===== src/rtl/cle_unlock_sequencer.sv =====
// Drives the CLE3C0 unlock protocol: SEQ_LEN strobed accesses, SDRD capture, signature compare.
// Per step STROBE_CYCLES+2 cycles with gnt held; losing bus_gnt parks the sequencer in REQ between steps.
module cle_unlock_sequencer #(
    parameter int SEQ_LEN       = 8,
    parameter int STROBE_CYCLES = 2
) (
    input  logic                   clk,
    input  logic                   rst,
    input  logic                   start,
    input  logic                   abort,
    input  logic [4*SEQ_LEN-1:0]   key_seq,
    input  logic [SEQ_LEN-1:0]     expect_sig,
    input  logic                   bus_gnt,
    input  logic                   SDRD,
    output logic                   bus_req,
    output logic                   SSER,
    output logic                   BA13,
    output logic                   BA12,
    output logic [3:0]             BA,
    output logic                   BR_W,
    output logic                   busy,
    output logic                   done,
    output logic                   pass,
    output logic [SEQ_LEN-1:0]     resp
);

    localparam int              CW        = (STROBE_CYCLES > 1) ? $clog2(STROBE_CYCLES) : 1;
    localparam logic [CW-1:0]   SC_LAST   = CW'(STROBE_CYCLES - 1);
    localparam logic [3:0]      STEP_LAST = 4'(SEQ_LEN - 1);

    typedef enum logic [2:0] {
        S_IDLE,
        S_REQ,
        S_SETUP,
        S_STROBE,
        S_RECOVER,
        S_DONE
    } state_t;

    state_t               state, state_nxt;
    logic [3:0]           step, step_nxt;
    logic [CW-1:0]        scnt, scnt_nxt;
    logic [SEQ_LEN-1:0]   resp_nxt;
    logic                 pass_nxt;
    logic [3:0]           key_nib;
    logic                 active;

    // Nibble for the step about to be set up, so BA is valid in the first SETUP cycle.
    always_comb begin
        key_nib = '0;
        for (int i = 0; i < SEQ_LEN; i++) begin
            if (step_nxt == 4'(i)) key_nib = key_seq[4*i +: 4];
        end
    end

    always_comb begin
        state_nxt = state;
        step_nxt  = step;
        scnt_nxt  = scnt;
        resp_nxt  = resp;
        pass_nxt  = pass;
        if (abort && state != S_IDLE) begin
            state_nxt = S_IDLE;
        end else begin
            case (state)
                S_IDLE: begin
                    if (start && !abort) begin
                        state_nxt = S_REQ;
                        resp_nxt  = '0;
                        pass_nxt  = 1'b0;
                        step_nxt  = '0;
                    end
                end
                S_REQ: begin
                    if (bus_gnt) state_nxt = S_SETUP;
                end
                S_SETUP: begin
                    scnt_nxt  = '0;
                    state_nxt = S_STROBE;
                end
                S_STROBE: begin
                    if (scnt == SC_LAST) begin
                        for (int i = 0; i < SEQ_LEN; i++) begin
                            if (step == 4'(i)) resp_nxt[i] = SDRD;
                        end
                        state_nxt = S_RECOVER;
                    end else begin
                        scnt_nxt = scnt + CW'(1);
                    end
                end
                S_RECOVER: begin
                    if (step == STEP_LAST) begin
                        // resp is complete here, so pass is valid alongside the done pulse.
                        pass_nxt  = (resp == expect_sig);
                        state_nxt = S_DONE;
                    end else begin
                        step_nxt  = step + 4'd1;
                        state_nxt = bus_gnt ? S_SETUP : S_REQ;
                    end
                end
                S_DONE: begin
                    state_nxt = S_IDLE;
                end
                default: begin
                    state_nxt = S_IDLE;
                end
            endcase
        end
    end

    assign active = (state_nxt == S_SETUP) || (state_nxt == S_STROBE) || (state_nxt == S_RECOVER);

    // Outputs are decoded from the next state and registered, so they track the state exactly.
    always_ff @(posedge clk or posedge rst) begin
        if (rst) begin
            state   <= S_IDLE;
            step    <= '0;
            scnt    <= '0;
            resp    <= '0;
            pass    <= 1'b0;
            bus_req <= 1'b0;
            SSER    <= 1'b1;
            BA13    <= 1'b0;
            BA12    <= 1'b0;
            BA      <= '0;
            BR_W    <= 1'b0;
            busy    <= 1'b0;
            done    <= 1'b0;
        end else begin
            state   <= state_nxt;
            step    <= step_nxt;
            scnt    <= scnt_nxt;
            resp    <= resp_nxt;
            pass    <= pass_nxt;
            bus_req <= (state_nxt == S_REQ) || active;
            SSER    <= (state_nxt != S_STROBE);
            BA13    <= 1'b0;
            BA12    <= active;
            if (state_nxt == S_SETUP) begin
                BA <= key_nib;
            end else if (!active) begin
                BA <= '0;
            end
            BR_W    <= (state_nxt == S_STROBE);
            busy    <= (state_nxt != S_IDLE);
            done    <= (state_nxt == S_DONE);
        end
    end

endmodule

===== config.mk =====
export PLATFORM = sky130hd
export DESIGN_NAME = cle_unlock_sequencer
export DESIGN_NICKNAME = d
export VERILOG_FILES = /design/src/rtl/cle_unlock_sequencer.sv
export SDC_FILE = /design/constraint.sdc
export NUM_CORES = 1
export LEC_CHECK = 0
export BUFFER_PORTS_ARGS = -buffer_cell sky130_fd_sc_hd__buf_4
export CORE_ASPECT_RATIO = 1.1
export CORE_MARGIN = 2
export CORE_UTILIZATION = 35
export DETAILED_ROUTE_END_ITERATION = 8
export PLACE_DENSITY_LB_ADDON = 0.08
export SLEW_MARGIN = 20
export SYNTH_ARGS = -nofsm -noshare
export SYNTH_HDL_FRONTEND = slang
export SYNTH_SLANG_ARGS = --single-unit

===== constraint.sdc =====
create_clock -name clk -period 5.4 [get_ports clk]
set_input_delay 0.81 -clock clk [delete_from_list [all_inputs] [get_ports clk]]
set_output_delay 0.81 -clock clk [all_outputs]
set_load 0.01 [all_outputs]

==> results of run 1 <==
-- registers in the layout (all words and copies together) (netlist names) --
signal	cells
BA	4
BA12	1
BR_W	1
SSER	1
bus_req	1
busy	1
done	1
pass	1
resp	8
scnt	1
state	3
step	4
-- power groups by stage --
| stage | Combinational (mW) | Sequential [mW] | Clock [mW] |
|---|---|---|---|
| 3_5_place_dp | 0.126 | 0.233 | 0 |
| 3_3_place_gp | 0.126 | 0.234 | 0 |
| 2_1_floorplan | 0.0746 | 0.231 | 0 |
| 4_1_cts | 0.126 | 0.230 | 0.123 |
| 5_1_grt | 0.139 | 0.232 | 0.128 |
| 6_report | 0.125 | 0.230 | 0.118 |
-- final cells by class --
class	count	area, um^2	area share (%)
Inverter	9	33.8	1.45
Sequential cell	27	677	29.0
Clock inverter	1	5.00	0.214
Timing Repair Buffer	64	480	20.6
Multi-Input combinational cell	151	1020	43.9
Clock buffer	3	41.3	1.77
Tap cell	58	72.6	3.11
-- worst paths after layout --
path	start	to	slack, ns	depth (start not counted)
worst max-delay path	step[1]	BA[0]	2.66	7
worst min-delay path	BA[3]	BA[3]	0.51	1
worst min register to register	BA[3]	BA[3]	0.51	1
max in group asynchronous	rst	step[2]	4.44	2
worst max register to register	step[1]	BA[0]	2.66	7
min in group asynchronous	rst	busy	0.58	2
-- cells by family after synthesis --
logic type / after synthesis
AO/OA/AOI/OAI: 47
multiplexers: 16
buffers and inverters: 17
flip-flops: 27
XOR/XNOR: 8
adder cells (fa/ha/maj): 4
AND/OR/NAND/NOR: 75
other: 1
-- worst register-to-register path: stages, from the launching register on --
cell	delay, ns
dfrtp_1	0.48
ha_1	0.35
nand3b_1	0.27
o211ai_1	0.31
a22o_2	0.52
mux2i_1	0.26
o221ai_1	0.16
a32o_1	0.30
-- layer usage --
layer | share of wire [%] | vias up | routed length [um] | global-route usage [%]
li1 | - | 826 | - | -
met1 | 44 | 764 | 2000 | 21.2
met2 | 49 | 58 | 2250 | 29.2
met3 | 6.3 | 2 | 285 | 2.28
met4 | 0.44 | 0 | 20 | 3.52
met5 | 0 | - | 0 | 0
-- cells in the mapped netlist, types with 2 or more instances --
master	number
nand2_1	39
dfrtp_1	26
mux2i_1	16
a22o_1	9
inv_1	9
a21oi_1	8
nor2_1	8
nand3_1	5
o21ai_0	5
xor2_1	5
a32o_1	4
and3_1	4
ha_1	4
clkbuf_1	3
nor4_1	3
o221ai_1	3
xnor2_1	3
a21o_1	2
nor2_2	2
nor3_1	2
o211ai_1	2
o21bai_1	2
==> impl_metrics.env, run 1 <==
export IMPL_run_status="finished, final reports clean"
export IMPL_synth_top_family_by_area="compound AO/OA/AOI/OAI gates"
export IMPL_die_w_um=72.5
export IMPL_path_buf_inv=0
export IMPL_slew_limit_headroom_pct=43.1
export IMPL_synth_seq_cells=27
export IMPL_hold_path_class="register to register"
export IMPL_htreeDepth=1
export IMPL_rsz0062_at_grt="false"
export IMPL_fillers=528
export IMPL_switching_power_mw=0.145
export IMPL_final_antenna_net_count=0
export IMPL_pin_count=66
export IMPL_path_max_fanout=18
export IMPL_final_util_pct=46.7
export IMPL_slew_violations=0
export IMPL_synth_top_area_share_pct=36.0
export IMPL_critPathCaptureType="register"
export IMPL_synth_area_mux_share_pct=8.87
export IMPL_numClockSinks=27
export IMPL_ir_drop_mv=0.0961
export IMPL_syn_area_per_cell_um2=9.26
export IMPL_yosysTopAreaCell="dfrtp_1"
export IMPL_drive_gt1_share_pct=31.4
export IMPL_critPathSlowestCell="a22o_2"
export IMPL_clockBufferDepth=2
export IMPL_synth_main_ff_cell="dfrtp_1"
export IMPL_routedWlPerCell_um=14.6
export IMPL_syn_instance_count=195
export IMPL_critPathKind="register to register"
export IMPL_worstPathArrival_ns=2.92
export IMPL_combPwrFrac_pct=26.4
export IMPL_grt_start_max_net_pins=28
export IMPL_worstPathRequired_ns=5.57
export IMPL_finalPower_mw=0.473
export IMPL_synth_compound_area_share_pct=20.7
export IMPL_finalHoldViolCount=0
export IMPL_port_buffers=64
export IMPL_ctsResizeCount=0
export IMPL_synthAdderAreaFrac_pct=2.77
export IMPL_synthTopCellsByArea="dfrtp_1 36%, mux2i_1 8.9%, nand2_1 8.1%"
export IMPL_setup_slack_ns=2.66
export IMPL_antenna_found_initial=0
export IMPL_syn_nets=245
export IMPL_cts_buffers=3
export IMPL_p_clk_share_pct=24.9
export IMPL_avgViaCountPerCell=5.27
export IMPL_final_common_cell="buf_4"
export IMPL_start_kind="register"
export IMPL_setup_viol=0
export IMPL_yosysWarnings=0
export IMPL_finalClockSkew_ns=0.00839
export IMPL_hpwl_um=3630
export IMPL_pre_cts_slack_ns=2.43
export IMPL_totalWireLength_um=4560
export IMPL_grt_first_pass_wirelength_um=7580
export IMPL_start_util_pct=36.1
export IMPL_syn_area_mm2=0.00181
export IMPL_fin_crit_ns=2.74
export IMPL_syn_to_final_growth_pct=29.3
export IMPL_p_sw_share_pct=30.6
export IMPL_crit_family="compound AO/OA/AOI/OAI gates"
export IMPL_ys_seq_area_share_pct=37.5
export IMPL_first_global_vias=1642
export IMPL_fp_dieH_um=79.3
export IMPL_layout_common_cells="64 x buf_4, 39 x nand2_1, 26 x dfrtp_1, 16 x mux2i_1, 9 x a22o_1"
export IMPL_grt_use_total_pct=16.5
export IMPL_fmax_mhz=364
export IMPL_drt_iter0_drc=77
export IMPL_hold_ws_ns=0.513
export IMPL_final_area_mm2=0.00233
export IMPL_ys_types=53
export IMPL_synth_edf_count=0
export IMPL_clk_latency_ns=0.27
export IMPL_n_antenna_cell=0
export IMPL_layout_cells_non_filler=313
export IMPL_dieArea_mm2=0.00575
export IMPL_drc_errors=0
export IMPL_dr_pass1_iters=4
export IMPL_async_flop_share_pct=100
export IMPL_place_area_mm2=0.00229
export IMPL_maxCapViolCount=0
export IMPL_ctsHoldBuffers=0
export IMPL_slowest_delay_ns=0.52
export IMPL_p_int_mw=0.328
export IMPL_power_density_mw_per_mm2=202
export IMPL_fp_row_count=27
export IMPL_p_seq_share_pct=48.6
export IMPL_core_area_mm2=0.00500
export IMPL_dr_total_vias=1650
export IMPL_layout_nets=306
export IMPL_tns_ns=0
export IMPL_yosys_area_share_simple_pct=20.4
export IMPL_globalplace_congestion=0.786
export IMPL_p_leak_nw=1.09
export IMPL_clk_pin_slew_ns=0.10
export IMPL_period_share_pct=50.8
export IMPL_place_inst=309
export IMPL_clock_root_buffer="clkbuf_8"
export IMPL_tritoncts="done"
export IMPL_crit_chain="ha_1, nand3b_1, o211ai_1, a22o_2, mux2i_1, o221ai_1, a32o_1"
export IMPL_synth_xor_area_share_pct=3.88
export IMPL_grt_overflow_total=0
export IMPL_worstMarginPinSlew_ns=0.845
export IMPL_postCtsSetupBuffers=0
(Power assumes the default switching activity.)
==> run 2: changes to the inputs <==
clock period = 2.3 ns   (was 5.4 ns; I/O delays follow)
==> run 2 against run 1 <==
  * Sequential cell count unchanged
  * First-iteration DRC count is 22% lower
  * Clock power rose by 140%
  * Sequential power grew 130%
  * Non-clock buffer count is 23 higher
  * Total power is 140% higher
  * Clock skew decreased by 0.0045 ns
  * Critical endpoint is now BA[3]
  * Highest routed layer unchanged
==> impl_metrics.env, run 2 (synthesized netlist as in run 1, its figures left out) <==
export IMPL_run_status="finished, final reports clean"
export IMPL_grt_overflow_total=0
export IMPL_start_util_pct=36.1
export IMPL_hold_ws_ns=0.132
export IMPL_cts_buffers=3
export IMPL_port_buffers=64
export IMPL_p_int_mw=0.799
export IMPL_rsz0062_at_grt="true"
export IMPL_ctsHoldBuffers=0
export IMPL_routedWlPerCell_um=14.5
export IMPL_dieArea_mm2=0.00575
export IMPL_path_max_fanout=17
export IMPL_setup_slack_ns=0.102
export IMPL_p_clk_share_pct=24.2
export IMPL_seq_area_um2=677
export IMPL_fin_crit_ns=2.20
export IMPL_p_sw_share_pct=30.4
export IMPL_slew_violations=0
export IMPL_r2r_start="state[1]"
export IMPL_core_area_mm2=0.00500
export IMPL_final_antenna_net_count=0
export IMPL_hpwl_um=3990
export IMPL_totalWireLength_um=4870
export IMPL_layout_nets=329
export IMPL_drt_iter0_drc=60
export IMPL_multiInputGateArea_mm2=0.00105
export IMPL_final_common_cell="buf_4"
export IMPL_top_register="resp"
export IMPL_tritoncts="done"
export IMPL_finalClockSkew_ns=0.00388
export IMPL_p_seq_share_pct=45.9
export IMPL_layout_common_cells="86 x buf_4, 39 x nand2_1, 26 x dfrtp_1, 14 x mux2i_1"
export IMPL_drc_errors=0
export IMPL_switching_power_mw=0.349
export IMPL_ff2ff_path_depth=8
export IMPL_setup_viol=0
export IMPL_place_area_mm2=0.00243
export IMPL_syn_to_final_growth_pct=41.0
export IMPL_clock_root_buffer="clkbuf_8"
export IMPL_period_share_pct=95.6
export IMPL_die_w_um=72.5
export IMPL_pre_cts_slack_ns=0.0186
export IMPL_worstPathRequired_ns=2.47
export IMPL_hold_path_class="primary input to async pin"
export IMPL_fmax_mhz=455
export IMPL_slew_limit_headroom_pct=60.1
export IMPL_worstPathArrival_ns=2.37
export IMPL_rr_endpoint="BA[3]"
export IMPL_ir_drop_mv=0.231
export IMPL_place_inst=326
export IMPL_start_kind="register"
export IMPL_critPathCaptureType="register"
export IMPL_clockBufferDepth=2
export IMPL_power_density_mw_per_mm2=451
export IMPL_maxCapViolCount=0
export IMPL_final_util_pct=50.9
export IMPL_antenna_found_initial=0
export IMPL_fp_row_count=27
export IMPL_htreeDepth=1
export IMPL_finalHoldViolCount=0
export IMPL_grt_start_max_net_pins=19
export IMPL_first_global_vias=1660
export IMPL_final_area_mm2=0.00254
export IMPL_dr_total_vias=1736
export IMPL_worstMarginPinSlew_ns=0.598
export IMPL_fp_dieH_um=79.3
export IMPL_combPwrFrac_pct=29.9
export IMPL_avgViaCountPerCell=5.17
export IMPL_layout_cells_non_filler=336
export IMPL_globalplace_congestion=0.782
export IMPL_fillers=498
export IMPL_pin_count=66
export IMPL_drive_gt1_share_pct=37.4
export IMPL_reg_top3="resp: 8 flops, BA: 4 flops, step: 4 flops"
export IMPL_p_leak_nw=1.22
export IMPL_largest_reg_flops=8
export IMPL_critPathKind="register to register"
export IMPL_rrSetupSlack_ns=0.10
export IMPL_clk_latency_ns=0.27
export IMPL_grt_use_total_pct=17.7
export IMPL_grt_first_pass_wirelength_um=7860
export IMPL_dr_pass1_iters=4
export IMPL_clk_pin_slew_ns=0.10
export IMPL_n_antenna_cell=0
export IMPL_numClockSinks=27
-- run 2: cell count changes in the layout (fill, tap and decap cells not counted), sizes merged --
cell    change
buf        +23
clkbuf      +1
clkinv      -1
-- run 2: metal layers --
layer | GRT usage, % | vias to the layer above | wire [um]
met5 | 0 | - | 0
met2 | 31.8 | 71 | 2430
met3 | 2.41 | 6 | 306
li1 | - | 874 | -
met4 | 7.04 | 0 | 115
met1 | 21.1 | 785 | 2010
-- run 2: layout make-up --
class | instances | share of cell area, %
timing repair buffer | 87 | 26.2
clock buffer | 4 | 1.77
tap | 58 | 2.85
sequential | 27 | 26.6
multi-input combinational | 151 | 41.3
inverter | 9 | 1.33
-- run 2: critical path, cell delays in order, from the launching register on --
cell and delay, ns:
dfrtp_1 0.39, or4b_4 0.58, nor2_4 0.13, a22o_2 0.18
buf_12 0.16, buf_4 0.12, mux2i_1 0.16, a21boi_1 0.12
a32o_1 0.25
-- run 2: power by group through the flow --
stage | sequential (mW) | clock, mW | combinational (mW)
after global placement | 0.535 | 0 | 0.339
after global routing | 0.531 | 0.300 | 0.382
after detailed placement | 0.535 | 0 | 0.339
final | 0.526 | 0.278 | 0.343
after floorplan | 0.541 | 0 | 0.175
after CTS | 0.526 | 0.287 | 0.339
-- run 2: timing repair --
item / 4_1_cts / 5_1_grt
resized for setup: 0 / 6
endpoints found under the setup margin: 0 / 4
setup buffers: 0 / 6
-- run 2: worst max path at each step --
stage,start,end,slack (ns)
floorplan,state[1],BA[2],0.08
global placement,abort,BA[0],0.05
finish,state[1],BA[3],0.10
global route,step[0],BA[3],-0.02
detailed placement,abort,BA[0],0.02
CTS,state[1],BA[3],0.06
-- run 2: metrics by stage --
step / TNS (ns) / power (mW)
2_1_floorplan: 0 / 0.716
3_3_place_gp: 0 / 0.874
3_5_place_dp: 0 / 0.873
4_1_cts: 0 / 1.15
5_1_grt: -0.0154 / 1.21
6_report: 0 / 1.15
